### src/rtl/pipe_hazard_controller.sv
// pipe_hazard_controller: D-stage main/ALU decode, D->E->M->W control pipe, hazard/forward unit, mult/div sequencer.
// Latency: decode, hazard and forward outputs are combinational; stage controls advance one register per stage.
// Backpressure: load-use/branch hazards hold F/D and bubble E; a mult/div holds E for MD_LATENCY cycles and bubbles M.
module pipe_hazard_controller #(
  parameter int ALUCTRL_W  = 6,
  parameter int RA_W       = 5,
  parameter int MD_LATENCY = 4
) (
  input  logic                 clk,
  input  logic                 reset,
  input  logic [5:0]           opD,
  input  logic [5:0]           functD,
  input  logic                 equalD,
  input  logic [RA_W-1:0]      rsD,
  input  logic [RA_W-1:0]      rtD,
  input  logic [RA_W-1:0]      rsE,
  input  logic [RA_W-1:0]      rtE,
  input  logic [RA_W-1:0]      writeregE,
  input  logic [RA_W-1:0]      writeregM,
  input  logic [RA_W-1:0]      writeregW,
  output logic                 pcsrcD,
  output logic                 jumpD,
  output logic                 zeroextendD,
  output logic                 stallF,
  output logic                 stallD,
  output logic                 flushD,
  output logic                 flushE,
  output logic                 forwardAD,
  output logic                 forwardBD,
  output logic [1:0]           forwardAE,
  output logic [1:0]           forwardBE,
  output logic                 alusrcE,
  output logic                 regdstE,
  output logic                 regwriteE,
  output logic                 memtoregE,
  output logic [ALUCTRL_W-1:0] alucontrolE,
  output logic                 memwriteM,
  output logic                 regwriteM,
  output logic                 memtoregM,
  output logic                 regwriteW,
  output logic                 memtoregW,
  output logic                 md_startE,
  output logic                 md_busy
);

  // Opcodes and function codes understood by the decoder
  localparam logic [5:0] OP_RTYPE = 6'h00;
  localparam logic [5:0] OP_LW    = 6'h23;
  localparam logic [5:0] OP_SW    = 6'h2B;
  localparam logic [5:0] OP_BEQ   = 6'h04;
  localparam logic [5:0] OP_ADDI  = 6'h08;
  localparam logic [5:0] OP_ORI   = 6'h0D;
  localparam logic [5:0] OP_J     = 6'h02;
  localparam logic [5:0] FN_MULT  = 6'h18;
  localparam logic [5:0] FN_DIV   = 6'h1A;
  // ALU control reuses the R-type funct encoding: add / sub / or
  localparam logic [5:0] FN_ADD   = 6'h20;
  localparam logic [5:0] FN_SUB   = 6'h22;
  localparam logic [5:0] FN_OR    = 6'h25;

  localparam int CNT_W = (MD_LATENCY > 1) ? $clog2(MD_LATENCY) : 1;

  // Control bundle carried into E
  typedef struct packed {
    logic                 regwrite;
    logic                 memtoreg;
    logic                 memwrite;
    logic                 alusrc;
    logic                 regdst;
    logic                 md;
    logic [ALUCTRL_W-1:0] alucontrol;
  } ectl_t;

  // Control bundle carried into M
  typedef struct packed {
    logic regwrite;
    logic memtoreg;
    logic memwrite;
  } mctl_t;

  // Control bundle carried into W
  typedef struct packed {
    logic regwrite;
    logic memtoreg;
  } wctl_t;

  typedef enum logic [1:0] {
    MD_IDLE = 2'd0,
    MD_BUSY = 2'd1,
    MD_DONE = 2'd2
  } md_state_e;

  ectl_t            ctlD;
  logic             branchD;
  ectl_t            e_q, e_d;
  mctl_t            m_q, m_d;
  wctl_t            w_q, w_d;
  md_state_e        state_q, state_d;
  logic [CNT_W-1:0] cnt_q, cnt_d;

  logic             lwstall, brstall, mdstall, stallE;
  logic             wrE_nz, wrM_nz, wrW_nz;
  logic             hitE_D, hitM_D;

  // Main + ALU decode of the D-stage instruction; unknown opcodes decode to all-zero controls
  always_comb begin
    ctlD        = '0;
    branchD     = 1'b0;
    jumpD       = 1'b0;
    zeroextendD = 1'b0;
    unique case (opD)
      OP_RTYPE: begin
        ctlD.regwrite   = 1'b1;
        ctlD.regdst     = 1'b1;
        ctlD.alucontrol = ALUCTRL_W'(functD);
        // mult/div write HI/LO inside the MD unit, never the register file
        if (functD == FN_MULT || functD == FN_DIV) begin
          ctlD.md       = 1'b1;
          ctlD.regwrite = 1'b0;
        end
      end
      OP_LW: begin
        ctlD.regwrite   = 1'b1;
        ctlD.memtoreg   = 1'b1;
        ctlD.alusrc     = 1'b1;
        ctlD.alucontrol = ALUCTRL_W'(FN_ADD);
      end
      OP_SW: begin
        ctlD.memwrite   = 1'b1;
        ctlD.alusrc     = 1'b1;
        ctlD.alucontrol = ALUCTRL_W'(FN_ADD);
      end
      OP_BEQ: begin
        branchD         = 1'b1;
        ctlD.alucontrol = ALUCTRL_W'(FN_SUB);
      end
      OP_ADDI: begin
        ctlD.regwrite   = 1'b1;
        ctlD.alusrc     = 1'b1;
        ctlD.alucontrol = ALUCTRL_W'(FN_ADD);
      end
      OP_ORI: begin
        ctlD.regwrite   = 1'b1;
        ctlD.alusrc     = 1'b1;
        zeroextendD     = 1'b1;
        ctlD.alucontrol = ALUCTRL_W'(FN_OR);
      end
      OP_J: begin
        jumpD = 1'b1;
      end
      default: begin
        ctlD = '0;
      end
    endcase
  end

  assign pcsrcD = branchD & equalD;

  // Register 0 is hard-wired, so a producer targeting it is never a dependency
  assign wrE_nz = |writeregE;
  assign wrM_nz = |writeregM;
  assign wrW_nz = |writeregW;
  assign hitE_D = wrE_nz & ((writeregE == rsD) | (writeregE == rtD));
  assign hitM_D = wrM_nz & ((writeregM == rsD) | (writeregM == rtD));

  assign lwstall = e_q.memtoreg & hitE_D;
  assign brstall = branchD & ((e_q.regwrite & hitE_D) | (m_q.memtoreg & hitM_D));
  assign stallE  = mdstall;
  assign stallF  = lwstall | brstall | mdstall;
  assign stallD  = stallF;
  // A held E stage keeps its mult/div, so it must not also be flushed
  assign flushE  = (lwstall | brstall) & ~mdstall;
  // No delay slot: the wrong-path fetch is squashed unless D itself is held
  assign flushD  = (pcsrcD | jumpD) & ~stallD;

  // Forwarding selects: E operands prefer the younger M result, D compare only from M
  always_comb begin
    forwardAE = 2'b00;
    forwardBE = 2'b00;
    if (m_q.regwrite && wrM_nz && writeregM == rsE)      forwardAE = 2'b10;
    else if (w_q.regwrite && wrW_nz && writeregW == rsE) forwardAE = 2'b01;
    if (m_q.regwrite && wrM_nz && writeregM == rtE)      forwardBE = 2'b10;
    else if (w_q.regwrite && wrW_nz && writeregW == rtE) forwardBE = 2'b01;
    forwardAD = m_q.regwrite & wrM_nz & (writeregM == rsD);
    forwardBD = m_q.regwrite & wrM_nz & (writeregM == rtD);
  end

  // Next-state of the control pipe: E hold beats flush, M takes a bubble while E is held
  always_comb begin
    e_d = ctlD;
    if (stallE)      e_d = e_q;
    else if (flushE) e_d = '0;
    m_d = stallE ? '0 : '{regwrite: e_q.regwrite, memtoreg: e_q.memtoreg, memwrite: e_q.memwrite};
    w_d = '{regwrite: m_q.regwrite, memtoreg: m_q.memtoreg};
  end

  // Control pipe registers
  always_ff @(posedge clk or negedge reset) begin
    if (!reset) begin
      e_q <= '0;
      m_q <= '0;
      w_q <= '0;
    end else begin
      e_q <= e_d;
      m_q <= m_d;
      w_q <= w_d;
    end
  end

  // Mult/div sequencer state register; reset abandons any in-flight operation
  always_ff @(posedge clk or negedge reset) begin
    if (!reset) begin
      state_q <= MD_IDLE;
      cnt_q   <= '0;
    end else begin
      state_q <= state_d;
      cnt_q   <= cnt_d;
    end
  end

  // Sequencer next state: IDLE launches, BUSY counts down, DONE releases E for one cycle
  always_comb begin
    state_d = state_q;
    cnt_d   = cnt_q;
    unique case (state_q)
      MD_IDLE: begin
        if (e_q.md) begin
          if (MD_LATENCY == 1) begin
            state_d = MD_DONE;
          end else begin
            state_d = MD_BUSY;
            cnt_d   = CNT_W'(MD_LATENCY - 1);
          end
        end
      end
      MD_BUSY: begin
        cnt_d = cnt_q - 1'b1;
        if (cnt_q == CNT_W'(1)) state_d = MD_DONE;
      end
      MD_DONE: begin
        state_d = MD_IDLE;
      end
      default: begin
        state_d = MD_IDLE;
        cnt_d   = '0;
      end
    endcase
  end

  // Sequencer outputs: launch pulse, busy flag and the E-stage hold request
  always_comb begin
    md_startE = (state_q == MD_IDLE) & e_q.md;
    md_busy   = (state_q != MD_IDLE);
    mdstall   = e_q.md & (state_q != MD_DONE);
  end

  assign alusrcE     = e_q.alusrc;
  assign regdstE     = e_q.regdst;
  assign regwriteE   = e_q.regwrite;
  assign memtoregE   = e_q.memtoreg;
  assign alucontrolE = e_q.alucontrol;
  assign memwriteM   = m_q.memwrite;
  assign regwriteM   = m_q.regwrite;
  assign memtoregM   = m_q.memtoreg;
  assign regwriteW   = w_q.regwrite;
  assign memtoregW   = w_q.memtoreg;

endmodule
### config.mk
export PLATFORM = sky130hd
export DESIGN_NAME = pipe_hazard_controller
export DESIGN_NICKNAME = d
export VERILOG_FILES = /design/src/rtl/pipe_hazard_controller.sv
export SDC_FILE = /design/constraint.sdc
export NUM_CORES = 1
export LEC_CHECK = 0
export CAP_MARGIN = 15
export CORE_UTILIZATION = 36
export CTS_BUF_LIST = sky130_fd_sc_hd__clkbuf_4 sky130_fd_sc_hd__clkbuf_8 sky130_fd_sc_hd__clkbuf_16
export DETAILED_ROUTE_END_ITERATION = 6
export PLACE_DENSITY = 0.86
export SYNTH_ARGS = -nofsm -noshare
export SYNTH_HDL_FRONTEND = slang
export SYNTH_SLANG_ARGS = --single-unit
### constraint.sdc
create_clock -name clk -period 1.7 [get_ports clk]
set_input_delay 0.17 -clock clk [delete_from_list [all_inputs] [get_ports clk]]
set_output_delay 0.17 -clock clk [all_outputs]
set_load 0.02 [all_outputs]
=== Yosys cells after proc, flatten, opt, wreduce, memory -nomap -nowiden ===
Index checks and enable logic that the tools add are counted.
W data, S select, Z words.

* Bitwise operators: 23
* Equal/unequal tests: 22
* Muxes and demuxes: 22
* Add/subtract/negate cells: 1
* Reduce and logical (&&, ||, !) cells: 18

{| class="wikitable"
|+ Operators with widths
! cell !! count
|-
| $eq A5 B5 Y1 || 8
|-
| $pmux W6 S4 || 1
|-
| $reduce_or A5 Y1 || 3
|-
| $and A1 B1 Y1 || 14
|-
| $eq A6 B4 Y1 const B || 2
|-
| $eq A6 B5 Y1 const B || 2
|-
| $eq A6 B6 Y1 const B || 2
|-
| $mux W12 || 1
|-
| $mux W2 || 6
|-
| $mux W1 || 10
|-
| $eq A6 B2 Y1 const B || 1
|-
| $eq A6 B3 Y1 const B || 1
|-
| $logic_and A1 B1 Y1 || 6
|-
| $logic_not A6 Y1 || 1
|-
| $ne A2 B2 Y1 const B || 3
|-
| $or A1 B1 Y1 || 6
|-
| $pmux W2 S3 || 1
|-
| $reduce_or A3 Y1 || 2
|-
| $eq A2 B1 Y1 const B || 2
|-
| $pmux W2 S2 || 1
|-
| $reduce_and A2 Y1 || 2
|-
| $reduce_or A4 Y1 || 1
|-
| $mux W3 || 1
|-
| $not A1 Y1 || 3
|-
| other kinds (6) || 6
|}

* Bits in registers: 21
* Word-level logic and storage cells: 100
* Output and inout port bits: 30

=== Logic depth before layout (Yosys ltp) ===
* Word-level depth: 10
* Depth in mapped cells: 8
* Mapped depth without buffers: 6

=== Worst setup path after synthesis ===
Ideal clock, no wire load.

* Kind: input-to-output
* From: in writeregM[1]
* To: out forwardAE[0]
* Buffers on the path: 1
* Slack: -0.563 ns
* Stages on the path: 5
* Arrival time: 2.093 ns
* Cell sequence: buf_2 > or4_4 > o21ai_0 > nor4_1 > nor4_1

* Word-level cells in the longest chain between the ends: 4
* Elaborated cells on any way between the ends: 5

{| class="wikitable"
|+ Ends and longest elaborated chain
! element !! line !! RTL
|-
| start: declaration || 19 || <nowiki>input logic [RA_W-1:0] writeregM,</nowiki>
|-
| $reduce_or A5 Y1 || 161 || <nowiki>assign wrM_nz = |writeregM;</nowiki>
|-
| $logic_and A1 B1 Y1 || 180 || <nowiki>if (m_q.regwrite && wrM_nz && writeregM == rsE) forwardAE = 2'b10;</nowiki>
|-
| $logic_and A1 B1 Y1 (*) || 180 ||
|-
| $mux W2 (*) || 180 ||
|-
| end: declaration || 30 || <nowiki>output logic [1:0] forwardAE,</nowiki>
|}

Every way passes the cells marked *; elsewhere a longest branch is shown, timed or not.

=== Worst setup path in the final report ===
* From: in writeregM[1]
* To: out stallF

* Word-level cells in the longest chain between the ends: 8
* Elaborated cells on any way between the ends: 10

{| class="wikitable"
|+ Ends and longest elaborated chain
! element !! line !! RTL
|-
| $eq A5 B5 Y1 || 164 || <nowiki>assign hitM_D = wrM_nz & ((writeregM == rsD) | (writeregM == rtD));</nowiki>
|-
| $or A1 B1 Y1 || 164 ||
|-
| $and A1 B1 Y1 (*) || 164 ||
|-
| $and A1 B1 Y1 (*) || 167 || <nowiki>assign brstall = branchD & ((e_q.regwrite & hitE_D) | (m_q.memtoreg & hitM_D));</nowiki>
|-
| $or A1 B1 Y1 (*) || 167 ||
|-
| $and A1 B1 Y1 (*) || 167 ||
|-
| $or A1 B1 Y1 (*) (2 in series) || 169 || <nowiki>assign stallF = lwstall | brstall | mdstall;</nowiki>
|-
| end: declaration || 24 || <nowiki>output logic stallF,</nowiki>
|}

Marked as above.

==> flow_summary_export.csv <==
group,metric,value,unit
yosys,ys_seq_area_share,32.8,%
critical_path,path_max_fanout,4,
timing,slew_headroom,73.3,%
routing,drtIter0Drc,97,
yosys,synth-edff-count,0,
outcome,violations,"setup timing",
finish,final_nets,358,
critical_path,rrSetupSlack,0.12,ns
power_and_ir_drop,ir_drop,0.472,mV
critical_path,worst-setup-path-type,"in2out",
power_and_ir_drop,p_seq_share,37.3,%
clocking,clock-sinks,21,
finish,layout-drive-gt1-share,37.9,%
timing,fin_crit,1.80,ns
die,die_x,68.7,microns
placement,io_buffers,79,
yosys,yosysMostFrequentCell,"xor2_1",
routing,wl_per_cell,16.2,microns
clocking,cts_buffers,3,
timing,tightest_slew,0.395,ns
die,fp.dieArea,0.00472,sq mm
die,core_area,0.00414,sq mm
clocking,cts_root_buffer,"clkbuf_8",
clocking,cts_buffer_depth,2,
yosys,syn-num-nets,231,
global_route,grt_max_degree,22,
die,die_h,68.7,microns
outcome,status,"complete, but fails checks",
yosys,yosys_warnings,0,
timing,worst_slack,-0.101,ns
clocking,h-tree-depth,1,
power_and_ir_drop,switching_share,32.8,%
die,rows,23,
die,ios,80,
yosys,synth_seq_cells,21,
power_and_ir_drop,finalPower,1550,uW
timing,slew_viol_final,0,
yosys,syn_avg_cell_area,8.89,sq um
timing,finalCritPeriodShare,106,%
job,cap_viol_max_count,0,
global_route,grt_pass1_wl,8.52,mm
timing,fin_skew,0.00292,ns
yosys,synth_area_leaders,"dfrtp_1 (33%), xor2_1 (14%), xnor2_1 (8.8%)",
die,start_util,38.6,%
routing,drt_wl_total,5.75,mm
critical_path,arrival,1.63,ns
power_and_ir_drop,clkPwrFrac,21.9,%
critical_path,start_kind,"input pin",
yosys,yosys.area.top_type,"dfrtp_1",
timing,max_freq,555,MHz
timing,setup_viol,9,
yosys,synth_ff_type,"dfrtp_1",
routing,route.detailed.drc,0,
placement,place_area,0.00283,sq mm
clocking,hold_buffers,0,
power_and_ir_drop,p_leak,0.00140,uW
global_route,overflow,0,
power_and_ir_drop,p_sw,508,uW
routing,drt-pass1-iter-count,4,
power_and_ir_drop,power_density,519,mW/mm^2
yosys,netlist_top_cells_count,"xor2_1 (25), dfrtp_1 (21), nand2_1 (18)",
clocking,tritoncts,"done",
critical_path,end_kind,"primary output",
yosys,synth_cell_types,37,
critical_path,required,1.53,ns
yosys,synth.top_cell.area_share,32.8,%
global_route,track_usage,24.5,%
yosys,synthArstFlopShare,100,%
power_and_ir_drop,intPower,1040,uW
min_path,worst_hold_path_type,"in2async",
power_and_ir_drop,combPwrFrac,40.8,%
finish,antennaDiodeCount,0,
routing,drtAntennaViolNets,0,
timing,grt_setup_unrepaired,"yes",
finish,area_growth,86.5,%
placement,gp_congestion,0.858,
yosys,syn_area,0.00160,sq mm
global_route,grt_pass1_vias,1846,
routing,num_vias,1853,
routing,via_per_inst,5.21,
clocking,clk_latency,0.27,ns
global_route,antenna_found_initial,0,
clocking,cts.clk_slew.worst_paths,0.08,ns
finish,design_area,0.00298,sq mm
placement,dp_hpwl,4.23,mm
timing,hold_violations,0,
yosys,syn_inst,180,
-- worst max-delay path: stages --
cell and delay, ns:
buf_6 0.09, or4_4 0.55, o211a_1 0.22, a32o_2 0.31, nand2b_4 0.17, buf_6 0.13
-- metrics by stage --
| stage | setup TNS, ns | hold WS (ns) | std cells | util (%) | worst slack [ns] |
|---|---|---|---|---|---|
| 2_1_floorplan | -0.489 | -0.126 | 180 | - | -0.131 |
| 3_3_place_gp | -14.38 | 0.464 | 347 | 68.2 | -0.907 |
| 3_5_place_dp | -15.00 | 0.463 | 347 | 68.2 | -0.949 |
| 4_1_cts | -0.709 | 0.256 | 353 | 70.5 | -0.105 |
| 5_1_grt | -0.801 | 0.276 | 356 | 72.0 | -0.124 |
| 6_report | -0.547 | 0.242 | 356 | 72.0 | -0.101 |
-- power groups by stage --
stage	sequential (uW)	clock (uW)	combinational, uW
5_1_grt	584	364	681
4_1_cts	578	332	617
6_report	578	340	632
3_3_place_gp	584	0	594
3_5_place_dp	587	0	621
2_1_floorplan	579	0	281
-- state kept, by name, summed over array words and instances (netlist names), 2 cells and up --
| name | count |
|---|---|
| alucontrolE | 6 |
| e_q | 2 |
| state_q | 2 |
| cnt_q | 2 |
-- placed cells by master, fill, tap and decap left out, types with 2 or more instances in the layout --
master | Yosys | routed
or4_1 | 4 | 3
dlymetal6s2s_1 | 0 | 2
dlygate4sd2_1 | 0 | 28
o31ai_4 | 1 | 2
xor2_1 | 25 | 24
clkdlybuf4s15_2 | 0 | 4
nand3_1 | 10 | 10
clkbuf_8 | 0 | 3
o21ai_0 | 12 | 4
nor2_1 | 5 | 5
nor4_4 | 0 | 3
buf_4 | 7 | 61
dfrtp_1 | 21 | 21
buf_6 | 2 | 11
o21ai_2 | 0 | 7
buf_2 | 2 | 3
nor3_4 | 0 | 2
or4_4 | 1 | 2
xnor2_1 | 16 | 15
nor3_1 | 4 | 4
o31ai_2 | 0 | 3
inv_1 | 3 | 3
mux2i_1 | 2 | 2
nand2_1 | 18 | 18
and3_1 | 3 | 3
clkbuf_2 | 0 | 2
clkdlybuf4s50_1 | 0 | 28
a21oi_1 | 6 | 6
and2_1 | 4 | 3
nor4_2 | 0 | 3
-- what timing repair did --
action | 4_1_cts | 5_1_grt
endpoints found under the hold margin | 0 | 0
pin swaps | 23 | 17
endpoints found under the setup margin | 26 | 24
setup buffers | 2 | 3
resized for setup | 143 | 15
-- cell type report --
| cell class | count | area [sq um] |
|---|---|---|
| repair buffers | 139 | 1200 |
| clock buffers | 3 | 41.3 |
| multi-input cells | 139 | 1140 |
| inverters | 3 | 11.3 |
| flip-flops and latches | 21 | 526 |
| well taps | 50 | 62.6 |
| clock inverters | 1 | 5.00 |
| fillers | 288 | 1160 |
-- routing by layer --
layer / track usage, % / part of all wire, % / vias to the layer above
met1: 27.3 / 38 / 880
met5: 0 / 0 / -
met4: 8.59 / 3.6 / 0
met2: 45.8 / 52 / 80
li1: - / - / 870
met3: 4.61 / 5.9 / 23
-- cell families (layout without fill, tap and decap cells) --
| group | count (synthesis) | in the layout | share of synthesized area, % |
|---|---|---|---|
| and+or+nand+nor | 64 | 64 | 21.9 |
| muxes | 2 | 2 | 1.25 |
| xor gates and xnor gates | 41 | 41 | 22.4 |
| adders and majority gates | 1 | 1 | 0.782 |
| AOI/OAI and AO/OA | 31 | 31 | 13.4 |
| DFF | 21 | 21 | 32.8 |
| buffers and inverters | 20 | 146 | 7.43 |
-- worst paths after layout --
check                                           start  cells after the start                     end
max in group asynchronous                       reset                      2     regwriteM$_DFF_PN0_
min in group clk                               opD[4]                      4     alusrcE$_DFFE_PN0N_
worst max-delay path                     writeregM[1]                      6                  stallF
worst max register to register  regwriteE$_DFFE_PN0N_                      7     alusrcE$_DFFE_PN0N_
worst min register to register     e_q[9]$_DFFE_PN0N_                      2      e_q[9]$_DFFE_PN0N_
worst min-delay path                            reset                      2  state_q[0]$_DFFE_PN0P_
(Power assumes the default switching activity.)
==> variant 1, RTL diff (same flow settings) <==
Encoding of `md_state_e`: now one-hot (3 bits for 3 states).
--- a/src/rtl/pipe_hazard_controller.sv
+++ b/src/rtl/pipe_hazard_controller.sv
@@ -85,8 +85,8 @@
   } wctl_t;
 
-  typedef enum logic [1:0] {
-    MD_IDLE = 2'd0,
-    MD_BUSY = 2'd1,
-    MD_DONE = 2'd2
+  typedef enum logic [2:0] {
+    MD_IDLE = 3'b001,
+    MD_BUSY = 3'b010,
+    MD_DONE = 3'b100
   } md_state_e;
 
Formal check against the unedited RTL: same outputs for any inputs over 10 cycles, from zero or initial values and one cycle with reset low; not proved beyond that.
==> variant 1 against the original RTL <==
- the flow still finishes with violations (negative setup slack)
- wire length is 3.3% higher
- area after synthesis increased by 5.2%
- cell area is 3.6% higher
- setup slack lost 0.024 ns
- sequential cell count is 1 higher
- power down 6.3%
- combinational power fell by 20%
- critical path type unchanged
- clock power grew 10%
==> variant 1: results (changes against the original RTL) <==
status: "complete, but fails checks"
violations: "negative setup slack"
antenna_found_initial: 0  # unchanged
netlist_top_cells_area: "dfrtp_1, xor2_1, xnor2_1"
clk_pin_slew_ns: 0.08  # about the same
synthAdderAreaFrac_pct: 0.7429  # -0.039 points
grt_use_total_pct: 23.58  # -0.93 points
regArea_um2: 551.8  # +5.0%
yosysUniqueCellTypes: 37  # unchanged
routed_via_density: 5.178  # -0.53%
report.final.hold_viol_count: 0  # unchanged
fin_nets: 377  # +5.3%
tightest_slew_ns: 0.3566  # -0.03801 ns
r2r_start: "state_q[0]$_DFFE_PN1P_"
syn_nets: 250  # +8.2%
leakagePower_nw: 1.407  # +0.71%
arrival_ns: 1.66  # +0.03 ns
setup_tns_ns: -0.5218  # +0.02492 ns
drc: 0  # unchanged
htreeDepth: 1  # unchanged
drive_gt1_share_pct: 36.92  # -0.99 points
peakVddDrop_mv: 0.2779  # -41%
grt_pass1_wl_mm: 9.232  # +8.3%
cts_made_buffers: 3  # unchanged
largest_reg_flops: 6  # unchanged
grt_pass1_vias: 1988  # +7.7%
io_buffers: 79  # unchanged
synth_ff_type: "dfrtp_1"
synth_commonest_cells: "xor2_1, dfrtp_1, nand2_1"
rr_worst_depth: 6  # -1
synth_xor_area_share_pct: 21.32  # -1.1 points
drt-total-wl_mm: 5.943  # +3.3%
grt_start_max_net_pins: 23  # +4.5%
synth_mux_area_share_pct: 0  # -1.3 points
cts_root_buffer: "clkbuf_8"
ys_warn_count: 0  # unchanged
r2r_end: "e_q[9]$_DFFE_PN0N_"
place_hpwl_mm: 4.482  # +6.0%
place.gp.congestion: 0.9353  # +9.0%
internal_power_w: 0.001024  # -1.7%
worst_slack_ns: -0.1251  # -0.02372 ns
worst-r2r-setup-slack_ns: 0.15  # +0.03 ns
synth_compound_area_share_pct: 12.04  # -1.3 points
fill_cells: 322  # +12%
crit_fanout: 4  # unchanged
async_flop_share_pct: 100.0  # unchanged
final-setup-viol-count: 6  # -3
ys_seq_area_share_pct: 32.76  # -0.074 points
insertion_delay_ns: 0.26
skew_ns: 0.003170  # +0.0002540 ns
drt_first_iter_violations: 85  # -12%
placed_area_um2: 2902  # +2.7%
variant 1: layer usage:
| metal | wire length [µm] | global-route usage [%] | vias to the layer above | share of wire (%) |
|---|---|---|---|---|
| met5 | 0 | 0 | - | 0 |
| met4 | 171 | 8.667 | 0 | 2.9 |
| met3 | 277 | 2.309 | 12 | 4.7 |
| met2 | 3151 | 42.96 | 75 | 53 |
| met1 | 2343 | 28.33 | 936 | 39 |
| li1 | - | - | 929 | - |
variant 1: logic make-up after synthesis:
| family | count (synthesis) |
|---|---|
| buffers and inverters | 19 |
| AO/OA/AOI/OAI | 32 |
| AND/OR/NAND/NOR | 84 |
| flip-flops | 22 |
| XOR/XNOR | 41 |
| adder cells (fa/ha/maj) | 1 |
variant 1: repair_timing:
action | 4_1_cts | 5_1_grt
pin swaps | 22 | 18
buffers inserted | 1 | 2
resized for setup | 140 | 33
setup endpoints to repair | 27 | 16
variant 1: area by class of cell:
| type | instances | share of cell area (%) |
|---|---|---|
| repair buffers | 139 | 38.07 |
| clock buffers | 4 | 1.780 |
| flip-flops and latches | 22 | 17.84 |
| inverters | 2 | 0.2427 |
| well taps | 52 | 2.104 |
| multi-input cells | 158 | 39.97 |
variant 1: per-stage QoR:
step / std cells / hold slack, ns / setup slack [ns]
final: 377 / 0.2493 / -0.1251
after detailed placement: 370 / 0.4662 / -0.9784
after CTS: 375 / 0.2516 / -0.1604
after floorplan: 199 / -0.1256 / -0.08482
after global routing: 377 / 0.2612 / -0.1653
after global placement: 370 / 0.4616 / -0.9452
variant 1: critical path, cell delays in order:
cell and delay, ns:
buf_6 0.09, or4_4 0.57, nor2_8 0.14, a21oi_2 0.06, a211oi_2 0.14, a41o_2 0.20
and2_4 0.17, buf_6 0.11
variant 1: how the worst max path moves through the flow:
stage / startpoint / end / depth (start not counted)
floorplan: opD[0] / stallF / 8
global placement: opD[0] / flushE / 8
detailed placement: opD[0] / flushE / 8
CTS: writeregE[3] / flushD / 7
global route: opD[4] / stallF / 8
finish: opD[4] / flushE / 8
variant 1: power groups by stage:
stage	logic [W]	registers (W)	clock network, W
after detailed placement	0.000477	0.000578	0
after CTS	0.000471	0.000569	0.000378
after global placement	0.000462	0.000577	0
after floorplan	0.000191	0.000580	0
after global routing	0.000546	0.000575	0.000407
final	0.000506	0.000571	0.000375
==> variant 2, RTL diff (same settings) <==
Without the edit above. Set the localparam `FN_DIV` to 6'h10 (it was 6'h1A).
--- a/src/rtl/pipe_hazard_controller.sv
+++ b/src/rtl/pipe_hazard_controller.sv
@@ -53,5 +53,5 @@
   localparam logic [5:0] OP_J     = 6'h02;
   localparam logic [5:0] FN_MULT  = 6'h18;
-  localparam logic [5:0] FN_DIV   = 6'h1A;
+  localparam logic [5:0] FN_DIV   = 6'h10;
   // ALU control reuses the R-type funct encoding: add / sub / or
   localparam logic [5:0] FN_ADD   = 6'h20;
Behaviour: not the same (Yosys sat finds a counterexample within 4 cycles, from zero or initial values and one cycle with reset low).
==> variant 2 against the original RTL <==
- the run still ends with negative setup slack left
- critical path depth stayed put
- non-clock buffer count is 2 higher
- clock skew up 0.00098 ns
- sequential cell count stayed put
- power down 0.21%
- highest routed layer unchanged
- combinational power grew 0.8%
- setup slack got worse by 0.029 ns
- wire length is 0.78% lower
- global-route usage up 0.54 points
- cell count grew 0.84%
- critical path type unchanged
- die area up 0.16%
- largest power group unchanged
- cell area up 0.25%
- largest cell class unchanged
- area after synthesis increased by 0.16%
==> variant 2: results (changes against the original RTL) <==
rr_worst_depth: 5  # -2
arrival_ns: 1.66  # +0.03 ns
r2r_end: "memtoregE$_DFFE_PN0N_"
avgSynthCellArea_um2: 8.855  # -0.40%
drive_gt1_share_pct: 36.25  # -1.7 points
drt-total-wl_mm: 5.709  # -0.78%
netlist_top_cells_area: "dfrtp_1, xor2_1, xnor2_1"
place.gp.congestion: 0.8730  # +1.7%
skew_ns: 0.003897  # +0.0009815 ns
r2r_start: "e_q[6]$_DFFE_PN0N_"
critPathLaunch: "writeregM[0]"
dp_slack_ns: -0.9484  # +0.0005720 ns
final-setup-viol-count: 6  # -3
cp-endpoint: "flushD"
vias: 1837  # -0.86%
setup_tns_ns: -0.6447  # -0.09795 ns
placed_area_um2: 2864  # +1.3%
grt_use_total_pct: 25.04  # +0.54 points
fin_nets: 361  # +0.84%
grt_pass1_wl_mm: 8.673  # +1.8%
worst_slack_ns: -0.1305  # -0.02918 ns
grt_pass1_vias: 1910  # +3.5%
status: "complete, but fails checks"
dp.cells: 351  # +1.2%
violations: "negative setup slack"
tightest_slew_ns: 0.3394  # -0.05519 ns
crit_fanout: 5  # +1
peakVddDrop_mv: 0.4519  # -4.3%
leakagePower_nw: 1.432  # +2.5%
drt_first_iter_violations: 42  # -57%
place_hpwl_mm: 4.372  # +3.4%
wire_per_inst_um: 15.90  # -1.6%
## variant 2: worst min-delay path by stage
stage | to | startpoint
floorplan | alucontrolE[0]$_DFFE_PN0N_ | reset
detailed placement | regwriteW$_DFF_PN0_ | regwriteM$_DFF_PN0_
CTS | cnt_q[0]$_DFFE_PN0P_ | reset
global route | state_q[1]$_DFFE_PN0P_ | reset
finish | cnt_q[0]$_DFFE_PN0P_ | reset
global placement | e_q[9]$_DFFE_PN0N_ | e_q[9]$_DFFE_PN0N_
## variant 2: report_power, final
group          internal (W)  switching (W)  leakage, nW
registers          0.000546      0.0000316        0.287
logic              0.000338       0.000299         1.12
clock network      0.000163       0.000168       0.0255
total               0.00105       0.000499         1.43
## variant 2: cells by family (layout without fill, tap and decap cells)
| group | after synthesis | after routing | share of synthesized area, % |
|---|---|---|---|
| xor gates and xnor gates | 41 | 41 | 22.40 |
| muxes | 2 | 2 | 1.249 |
| adders and majority gates | 1 | 1 | 0.7805 |
| buffers and inverters | 21 | 149 | 7.650 |
| and+or+nand+nor | 64 | 64 | 21.78 |
| DFF | 21 | 21 | 32.79 |
| AOI/OAI and AO/OA | 31 | 31 | 13.35 |
## variant 2: final cells by class
type,instances,area [µm²]
fillers,277,1152
repair buffers,141,1246
clock inverters,1,5.005
clock buffers,3,41.29
multi-input cells,139,1096
well taps,50,62.56
inverters,4,15.01
flip-flops and latches,21,525.5
## variant 2: per-layer routing
metal	routed length (µm)	track usage, %	up-vias
met2	3113	47.30	78
met4	137	9.439	0
met3	286	3.947	15
met5	0	0	-
met1	2172	27.87	868
li1	-	-	876
## variant 2: timing repair
item / in CTS / in global routing
setup endpoints to repair: 26 / 20
buffers inserted: 2 / 3
endpoints found under the hold margin: 0 / 0
pin swaps: 22 / 14
gates resized for setup: 134 / 25
